[config.mk]
export PLATFORM = sky130hd
export DESIGN_NAME = dmem_arbiter
export DESIGN_NICKNAME = d
export VERILOG_FILES = /design/src/rtl/dmem_arbiter.sv
export SDC_FILE = /design/constraint.sdc
export NUM_CORES = 1
export LEC_CHECK = 0
export CORE_AREA = 2 2 119 121
export CTS_BUF_LIST = sky130_fd_sc_hd__clkbuf_4 sky130_fd_sc_hd__clkbuf_8
export CTS_CLUSTER_SIZE = 28
export DETAILED_ROUTE_END_ITERATION = 8
export DIE_AREA = 0 0 121 123
export PLACE_DENSITY_LB_ADDON = 0.12
export SYNTH_ARGS = -nofsm -noshare
export SYNTH_HDL_FRONTEND = slang
export SYNTH_SLANG_ARGS = --single-unit
[constraint.sdc]
create_clock -name clk_i -period 3.4 [get_ports clk_i]
set_input_delay 0.68 -clock clk_i [delete_from_list [all_inputs] [get_ports clk_i]]
set_output_delay 0.68 -clock clk_i [all_outputs]
set_load 0.01 [all_outputs]
[src/rtl/dmem_arbiter.sv]
// Two-port arbiter for the single-port data memory: core (C) has fixed priority,
// debug master (D) is protected by a starvation counter. Optional DMEM_ARB_LOCK_EN adds a D lock.
module dmem_arbiter #(
  parameter int ADDR_W   = 32,
  parameter int DATA_W   = 32,
  parameter int RD_LAT   = 1,
  parameter int MAX_WAIT = 4
) (
  input  logic              clk_i,
  input  logic              rst_i,
  input  logic              c_req_i,
  input  logic              c_we_i,
  input  logic [ADDR_W-1:0] c_addr_i,
  input  logic [DATA_W-1:0] c_wdata_i,
  output logic              c_gnt_o,
  output logic              c_stall_o,
  output logic              c_rvalid_o,
  output logic [DATA_W-1:0] c_rdata_o,
  input  logic              d_req_i,
  input  logic              d_we_i,
  input  logic [ADDR_W-1:0] d_addr_i,
  input  logic [DATA_W-1:0] d_wdata_i,
`ifdef DMEM_ARB_LOCK_EN
  input  logic              d_lock_i,
`endif
  output logic              d_gnt_o,
  output logic              d_rvalid_o,
  output logic [DATA_W-1:0] d_rdata_o,
  output logic [ADDR_W-1:0] mem_addr_o,
  output logic              mem_we_o,
  output logic [DATA_W-1:0] mem_wdata_o,
  input  logic [DATA_W-1:0] mem_rdata_i,
  output logic [7:0]        wait_cnt_o
);

  localparam logic [7:0] MAX_CNT = 8'(MAX_WAIT);

  logic       force_reg;
  logic       force_next;
  logic [7:0] wait_cnt_reg;
  logic [7:0] wait_cnt_next;
  logic       owned;

  // While D owns the memory, C is locked out even if D is idle this cycle.
  assign c_gnt_o = ~rst_i & ~owned & c_req_i & ~(force_reg & d_req_i);
  assign d_gnt_o = ~rst_i & d_req_i & (owned | force_reg | ~c_req_i);
  assign c_stall_o = c_req_i & ~c_gnt_o;

  assign mem_addr_o  = d_gnt_o ? d_addr_i  : c_addr_i;
  assign mem_wdata_o = d_gnt_o ? d_wdata_i : c_wdata_i;
  assign mem_we_o    = (c_gnt_o & c_we_i) | (d_gnt_o & d_we_i);

  // A grant in the saturating cycle wins: the counter clears and force stays low.
  always_comb begin
    wait_cnt_next = wait_cnt_reg;
    if (~d_req_i | d_gnt_o) begin
      wait_cnt_next = 8'd0;
    end else if (wait_cnt_reg != MAX_CNT) begin
      wait_cnt_next = wait_cnt_reg + 8'd1;
    end
  end

  assign force_next = (wait_cnt_next == MAX_CNT);
  assign wait_cnt_o = wait_cnt_reg;

`ifdef DMEM_ARB_LOCK_EN
  logic owned_reg;
  assign owned = owned_reg;

  always_ff @(posedge clk_i) begin
    if (rst_i) begin
      owned_reg <= 1'b0;
    end else begin
      owned_reg <= d_lock_i & (owned_reg | d_gnt_o);
    end
  end
`else
  assign owned = 1'b0;
`endif

  always_ff @(posedge clk_i) begin
    if (rst_i) begin
      wait_cnt_reg <= 8'd0;
      force_reg    <= 1'b0;
    end else if (!owned) begin
      wait_cnt_reg <= wait_cnt_next;
      force_reg    <= force_next;
    end
  end

  // Read tags: {valid, owner}, owner=1 means port D.
  logic push_valid;
  logic push_owner;
  logic ret_valid;
  logic ret_owner;

  assign push_valid = (c_gnt_o & ~c_we_i) | (d_gnt_o & ~d_we_i);
  assign push_owner = d_gnt_o;

  generate
    if (RD_LAT == 0) begin : g_comb_ret
      assign ret_valid = push_valid;
      assign ret_owner = push_owner;
    end else begin : g_tag_pipe
      logic [RD_LAT-1:0] tag_valid_reg;
      logic [RD_LAT-1:0] tag_owner_reg;
      logic [RD_LAT-1:0] tag_valid_next;
      logic [RD_LAT-1:0] tag_owner_next;

      for (genvar gi = 0; gi < RD_LAT; gi++) begin : g_stage
        if (gi == 0) begin : g_head
          assign tag_valid_next[gi] = push_valid;
          assign tag_owner_next[gi] = push_owner;
        end else begin : g_body
          assign tag_valid_next[gi] = tag_valid_reg[gi-1];
          assign tag_owner_next[gi] = tag_owner_reg[gi-1];
        end
      end

      always_ff @(posedge clk_i) begin
        if (rst_i) begin
          tag_valid_reg <= '0;
          tag_owner_reg <= '0;
        end else begin
          tag_valid_reg <= tag_valid_next;
          tag_owner_reg <= tag_owner_next;
        end
      end

      assign ret_valid = tag_valid_reg[RD_LAT-1];
      assign ret_owner = tag_owner_reg[RD_LAT-1];
    end
  endgenerate

  logic [DATA_W-1:0] c_rdata_reg;
  logic [DATA_W-1:0] d_rdata_reg;

  // Gating with reset drops any tag still emerging from before the reset edge.
  assign c_rvalid_o = ret_valid & ~ret_owner & ~rst_i;
  assign d_rvalid_o = ret_valid &  ret_owner & ~rst_i;

  // Data is live in the return cycle and held afterwards.
  assign c_rdata_o = c_rvalid_o ? mem_rdata_i : c_rdata_reg;
  assign d_rdata_o = d_rvalid_o ? mem_rdata_i : d_rdata_reg;

  always_ff @(posedge clk_i) begin
    if (rst_i) begin
      c_rdata_reg <= '0;
      d_rdata_reg <= '0;
    end else begin
      if (c_rvalid_o) c_rdata_reg <= mem_rdata_i;
      if (d_rvalid_o) d_rdata_reg <= mem_rdata_i;
    end
  end

endmodule

Yosys cells after proc, flatten, opt, wreduce, memory -nomap -nowiden

Index checks and enable logic that the tools add are counted.

Output and inout port bits: 142
Input port bits: 166
Bits in registers: 75
Logic and storage cells: 41

Bitwise logic cells: 26
Add/sub/neg operators: 1
Multiplexer cells: 6
Equal/unequal tests: 2

Operator list:

| operator              | number |
|---|---|
| $mux W32              | 4 |
| $mux W8               | 2 |
| $and A1 B1 Y1         | 14 |
| $add A8 B1 Y8 const B | 1 |
| $eq A8 B3 Y1 const B  | 1 |
| $ne A8 B3 Y1 const B  | 1 |
| $not A1 Y1            | 8 |
| $or A1 B1 Y1          | 4 |

Longest topological paths before layout

Gate-level depths: netlist of run 1.

Word-level depth: 6
Mapped depth: 7
Depth with buffers taken out: 7

Worst setup path after synthesis of run 1

Ideal clock, no wire load.

Path kind: input -> output
From: in c_req_i
To: out mem_addr_o[25]
Data required time: 2.720 ns
Stages: 5
Data arrival time: 1.918 ns
Setup slack: 0.802 ns
Path buffers: 2
Cells stage by stage: and2b_2 -> nor3b_2 -> buf_2 -> buf_2 -> mux2_2

Longest elaborated chain between the ends: 4

Ends and longest elaborated chain:

| what          | RTL line | RTL |
|---|---|---|
| from (decl)   | 11       | `input logic c_req_i,` |
| $not A1 Y1    | 46       | `assign d_gnt_o = ~rst_i & d_req_i & (owned \| force_reg \| ~c_req_i);` |
| $or A1 B1 Y1  | 46       |  |
| $and A1 B1 Y1 | 46       |  |
| $mux W32      | 49       | `assign mem_addr_o = d_gnt_o ? d_addr_i : c_addr_i;` |
| to (decl)     | 29       | `output logic [ADDR_W-1:0] mem_addr_o,` |

No other way between the ends.

Final worst setup path of run 1

From: in c_req_i
To: out mem_wdata_o[17]

Longest elaborated chain between the ends: 4

Ends and longest elaborated chain:

| what          | RTL line | RTL |
|---|---|---|
| $not A1 Y1    | 46       |  |
| $or A1 B1 Y1  | 46       |  |
| $and A1 B1 Y1 | 46       |  |
| $mux W32      | 50       | `assign mem_wdata_o = d_gnt_o ? d_wdata_i : c_wdata_i;` |
| to (decl)     | 31       | `output logic [DATA_W-1:0] mem_wdata_o,` |

No other way between the ends.

==> impl_metrics.ini, run 1 <==
[synth]
yosysSeqAreaShare_pct = 38.8
synth_nets = 517
synth_top_area_cell = dfxtp_1
synth_edf_count = 0
netlist_top_cells_area = dfxtp_1 (39%), mux2_2 (37%), and2_1 (11%)
synth_cell_type_count = 36
synthTopCellsByCount = mux2_2 (128), dfxtp_1 (75), and2_1 (65)
ys_seq_elements = 75
synth.most_common_cell = mux2_2
synthCells = 349
yosysWarningCount = 0
avgSynthCellArea_um2 = 11.1
synth_flop_cell = dfxtp_1
async_reset_ff_share_pct = 0
synth_top_area_share_pct = 38.8
synth_area_um2 = 3870

[clocking]
cts.htree.levels = 3
root_buffer = clkbuf_8
numClockSinks = 75
cts_buffers = 9
cts_tree = done
cts.reportedPaths.clkPinSlew_ns = 0.07
clk_latency_ns = 0.35
postCtsHoldBufs = 0
cts_buffer_depth = 2

[route]
wl_per_cell_um = 19.4
num_vias = 3770
wirelength_um = 16500
detail-route-antenna-nets = 0
via_per_inst = 4.42
firstDrtPassIters = 4
drt-initial-drc-count = 207
drcViolationCount = 0

[critical_path]
critical_path_class = input port to output pin
crit_slowest_cell = clkdlybuf4s50_1
endpoint_kind = output pin
cp-start-kind = input port
cpMostUsedCell = buf_12
max_stage_delay_ns = 0.42
required_ns = 2.72
cp.arrival_ns = 2.64
crit_chain = clkdlybuf4s50_1 -> and2b_2 -> nor3b_4 -> buf_4 -> buf_12 -> buf_12 -> mux2_2 -> dlygate4sd2_1
path_max_fanout = 15

[place]
portBuffers = 307
globalplace.congestion = 0.800
dp_hpwl_um = 13700
placed_area_um2 = 7270

[timing]
relSlewSlack_pct = 63.7
hold_viol_final = 0
slew_violations = 0
tightest_slew_ns = 0.544
rsz0062_at_grt = no
hold_ws_ns = 0.582
fmax_mhz = 301
final-setup-viol-count = 0
min_period_over_period_pct = 97.7
layout_min_cycle_time_ns = 3.32
fin_worst_skew_ns = 0.00494
finalSetupTns_ns = 0

[finish]
nets = 834
fillCellCount = 1253
syn_to_final_growth_pct = 93.7
multi_input_area_um2 = 2260
drive_above_1_share_pct = 26.0
seq_area_um2 = 1500
finish.utilization_pct = 55.1
final_area_um2 = 7500

[power_and_ir_drop]
fin_total_pwr_uw = 2140
clkPwrFrac_pct = 31.3
powerDensity_nw_per_um2 = 285
p_int_uw = 1620
switching_share_pct = 24.3
power.switching_uw = 520
p_seq_share_pct = 42.0
p_leak_uw = 0.00312
peakVddDrop_mv = 0.190
p_comb_share_pct = 26.7

[global_route]
grt_use_total_pct = 21.5
grt_pass1_vias = 3970
overflow = 0
grt_pass1_wl_um = 23300
antenna_found_initial = 3
grt_max_degree = 70

[outcome]
status = completed

[floorplan]
io_pins = 308
core_um2 = 13600
die_area_um2 = 14900
die_y_um = 123
num_rows = 43
die_w_um = 121
start_util_pct = 28.4

[worst_hold_path]
min_path_type = flop to flop

[run]
max-cap-violations = 0
==> final timing paths <==
check	startpoint	to	slack [ns]	cells after the start
setup / recovery	c_req_i	mem_wdata_o[17]	0.08	8
hold / removal	d_rdata_reg[8]	d_rdata_reg[8]	0.58	2
setup reg to reg	wait_cnt_o[0]	force_reg	1.36	7
hold reg to reg	d_rdata_reg[8]	d_rdata_reg[8]	0.58	2
==> timing repair <==
action / 4_1_cts / 5_1_grt
setup endpoints to repair: 51 / 10
cloned: 2 / 0
resized for setup: 57 / 10
setup buffers: 2 / 1
pin swaps: 2 / 1
==> layout by cell type (no fill, tap or decap), drive strengths merged, types with 2 or more instances in the layout <==
master / instances
buf: 19
clkinv: 2
xnor2: 4
diode: 2
ha: 2
a21oi: 3
dlygate4sd2: 56
and4: 2
clkdlybuf4s50: 241
clkbuf: 12
xor2: 3
dlymetal6s2s: 10
and2: 65
dfxtp: 75
nor2: 7
mux2: 128
nand2: 4
inv: 8
o21ai: 2
nor3b: 4
nand3: 4
and3: 2
==> critical path: cells and delay by family <==
| kind | cells | cell delay, ns |
|---|---|---|
| buf+inv | 5 | 1.18 |
| simple gates | 2 | 0.42 |
| mux | 1 | 0.36 |
==> cell families (layout without fill, tap and decap cells) <==
group                      Yosys count  count (layout)  synth area share [%]
xor gates and xnor gates             7               7                  1.58
adders and majority gates            2               2                 0.646
DFF                                 75              75                  38.8
buffers and inverters               29             350                  3.42
other                                0               2                     0
and+or+nand+nor                     94              94                  15.7
muxes                              129             129                  37.5
AOI/OAI and AO/OA                   13              13                  2.42
==> layer usage <==
layer / wire length [µm] / up-vias / track usage [%]
li1: - / 1847 / -
met1: 6410 / 1740 / 24.5
met2: 8220 / 166 / 36.7
met3: 1630 / 15 / 8.53
met4: 234 / 2 / 7.05
met5: 12 / - / 0
==> power by group through the flow <==
stage | Combinational [µW] | Clock [µW] | Sequential [µW]
after CTS | 578 | 691 | 897
after detailed placement | 600 | 0 | 918
after global placement | 597 | 0 | 917
after global routing | 603 | 735 | 899
final | 571 | 668 | 897
after floorplan | 183 | 0 | 916
==> through the flow <==
step,setup slack (ns),std cells
detailed placement,-0.0965,830
CTS,-0.0832,849
global route,0.00652,850
floorplan,0.802,349
global placement,-0.0578,830
finish,0.0775,852
==> cell type report <==
type	instances	share of cell area (%)
repair buffers	327	44.0
multi-input cells	245	30.1
clock buffers	12	1.95
inverters	8	0.400
flip-flops and latches	75	20.0
diodes	2	0.0667
clock inverters	3	0.534
well taps	180	3.00
(Power assumes the default switching activity.)
==> run 2, diff against run 1 <==
--- a/config.mk
+++ b/config.mk
@@ -10,7 +10,9 @@
 export CTS_CLUSTER_SIZE = 28
 export DETAILED_ROUTE_END_ITERATION = 8
 export DIE_AREA = 0 0 121 123
+export MAX_ROUTING_LAYER = met4
 export PLACE_DENSITY_LB_ADDON = 0.12
 export SYNTH_ARGS = -nofsm -noshare
 export SYNTH_HDL_FRONTEND = slang
 export SYNTH_SLANG_ARGS = --single-unit
+export TNS_END_PERCENT = 5
==> impl_metrics.ini, run 2 (same netlist as run 1, synthesis figures left out) <==
[critical_path]
cp-start-kind = input port
crit_chain = clkdlybuf4s50_1 -> and2b_2 -> nor3b_4 -> buf_4 -> buf_12 -> buf_12 -> mux2_2 -> dlygate4sd2_1
max_stage_delay_ns = 0.42
cpMostUsedCell = buf_12
crit_slowest_cell = clkdlybuf4s50_1
required_ns = 2.72
critical_path_class = input port to output pin
endpoint_kind = output pin
crit_buf_inv = 5
cp.arrival_ns = 2.64
cp_top_family = buffers and inverters
rrSetupSlack_ns = 1.35
path_max_fanout = 15

[finish]
nets = 832
instances_no_fill = 850
syn_to_final_growth_pct = 92.7
fillCellCount = 1255
seq_area_um2 = 1500
layout_common_cells = clkdlybuf4s50_1 (241), mux2_2 (128), dfxtp_1 (75)
layout_commonest_cell = clkdlybuf4s50_1
drive_above_1_share_pct = 25.7
multi_input_area_um2 = 2260

[timing]
fin_worst_skew_ns = 0.00413
slew_violations = 0
hold_viol_final = 0
relSlewSlack_pct = 62.3
layout_min_cycle_time_ns = 3.32
rsz0062_at_grt = no
final-setup-viol-count = 0
tightest_slew_ns = 0.566
fmax_mhz = 301
min_period_over_period_pct = 97.6
finalSetupTns_ns = 0

[global_route]
grt_use_total_pct = 22.0
grt_max_degree = 70
grt_pass1_wl_um = 23200
grt_pass1_vias = 3971
antenna_found_initial = 2
overflow = 0

[route]
num_vias = 3780
via_per_inst = 4.45
wl_per_cell_um = 19.3
firstDrtPassIters = 4
wirelength_um = 16400
drcViolationCount = 0
drt-initial-drc-count = 203
detail-route-antenna-nets = 0

[floorplan]
die_area_um2 = 14900
core_um2 = 13600
num_rows = 43
die_y_um = 123
start_util_pct = 28.4
io_pins = 308
die_w_um = 121

[worst_hold_path]
min_path_type = flop to flop

[place]
placed_cells = 830
globalplace.congestion = 0.812
dp_hpwl_um = 13700
portBuffers = 307

[clocking]
cts.reportedPaths.clkPinSlew_ns = 0.07
cts_buffers = 9
cts_tree = done
root_buffer = clkbuf_8
cts.htree.levels = 3
postCtsHoldBufs = 0
cts_buffer_depth = 2
clk_latency_ns = 0.35
numClockSinks = 75

[outcome]
status = completed

[power_and_ir_drop]
p_leak_uw = 0.00310
powerDensity_nw_per_um2 = 286
peakVddDrop_mv = 0.189

[run]
max-cap-violations = 0
run 2: changes by cell type in the layout (fill, tap and decap cells not counted), sizes merged:
cell / delta
buf: -1
bufbuf: -1
run 2: path summary, 6_finish.rpt:
path	depth (start not counted)	from	to
max	8	c_req_i	mem_wdata_o[17]
min reg2reg	2	d_rdata_reg[8]	d_rdata_reg[8]
min	2	d_rdata_reg[8]	d_rdata_reg[8]
max reg2reg	7	wait_cnt_o[0]	force_reg
run 2: layer usage:
layer  vias to the layer above  GRT usage (%)  part of all wire, %
met3                        12           7.24                  8.3
met2                       161           36.4                   50
met4                         0           7.05                  1.4
met1                      1766           25.3                   41
li1                       1841              -                    -
met5                         -              -                    0
run 2: timing repair:
item                                   CTS  global route
gates cloned                             1             0
pin swaps                                1             1
endpoints found under the hold margin    0             0
gates resized for setup                 57            10
setup endpoints to repair               51            10
buffers inserted                         1             1
run 2: final cells by class:
class / instances / area share, %
flip-flops and latches: 75 / 20.1
inverters: 8 / 0.402
clock inverters: 3 / 0.537
diodes: 2 / 0.0671
well taps: 180 / 3.02
multi-input cells: 245 / 30.2
clock buffers: 12 / 1.96
repair buffers: 325 / 43.7
run 2: tightest hold or removal path, delay by kind of cell (launching register included):
family           cells  cell delay (ns)
flip-flops           1             0.30
multiplexers         1             0.14
AND/OR/NAND/NOR      1             0.11
run 2: metrics by stage:
step	hold WS (ns)	total power (µW)	instance area, µm²	setup slack [ns]	utilization, %
2_1_floorplan	0.572	1100	3870	0.802	-
3_3_place_gp	0.559	1510	7270	-0.0578	53.4
3_5_place_dp	0.566	1520	7270	-0.0965	53.4
4_1_cts	0.585	2160	7420	-0.0832	54.5
5_1_grt	0.608	2230	7460	0.00823	54.8
6_report	0.581	2130	7460	0.0830	54.8
run 2: report_power, final:
| group | leakage, µW | switching (µW) | internal (µW) |
|---|---|---|---|
| combinational | 0.00240 | 204 | 363 |
| sequential | 0.000606 | 4.57 | 893 |
| clock | 0.000100 | 311 | 358 |
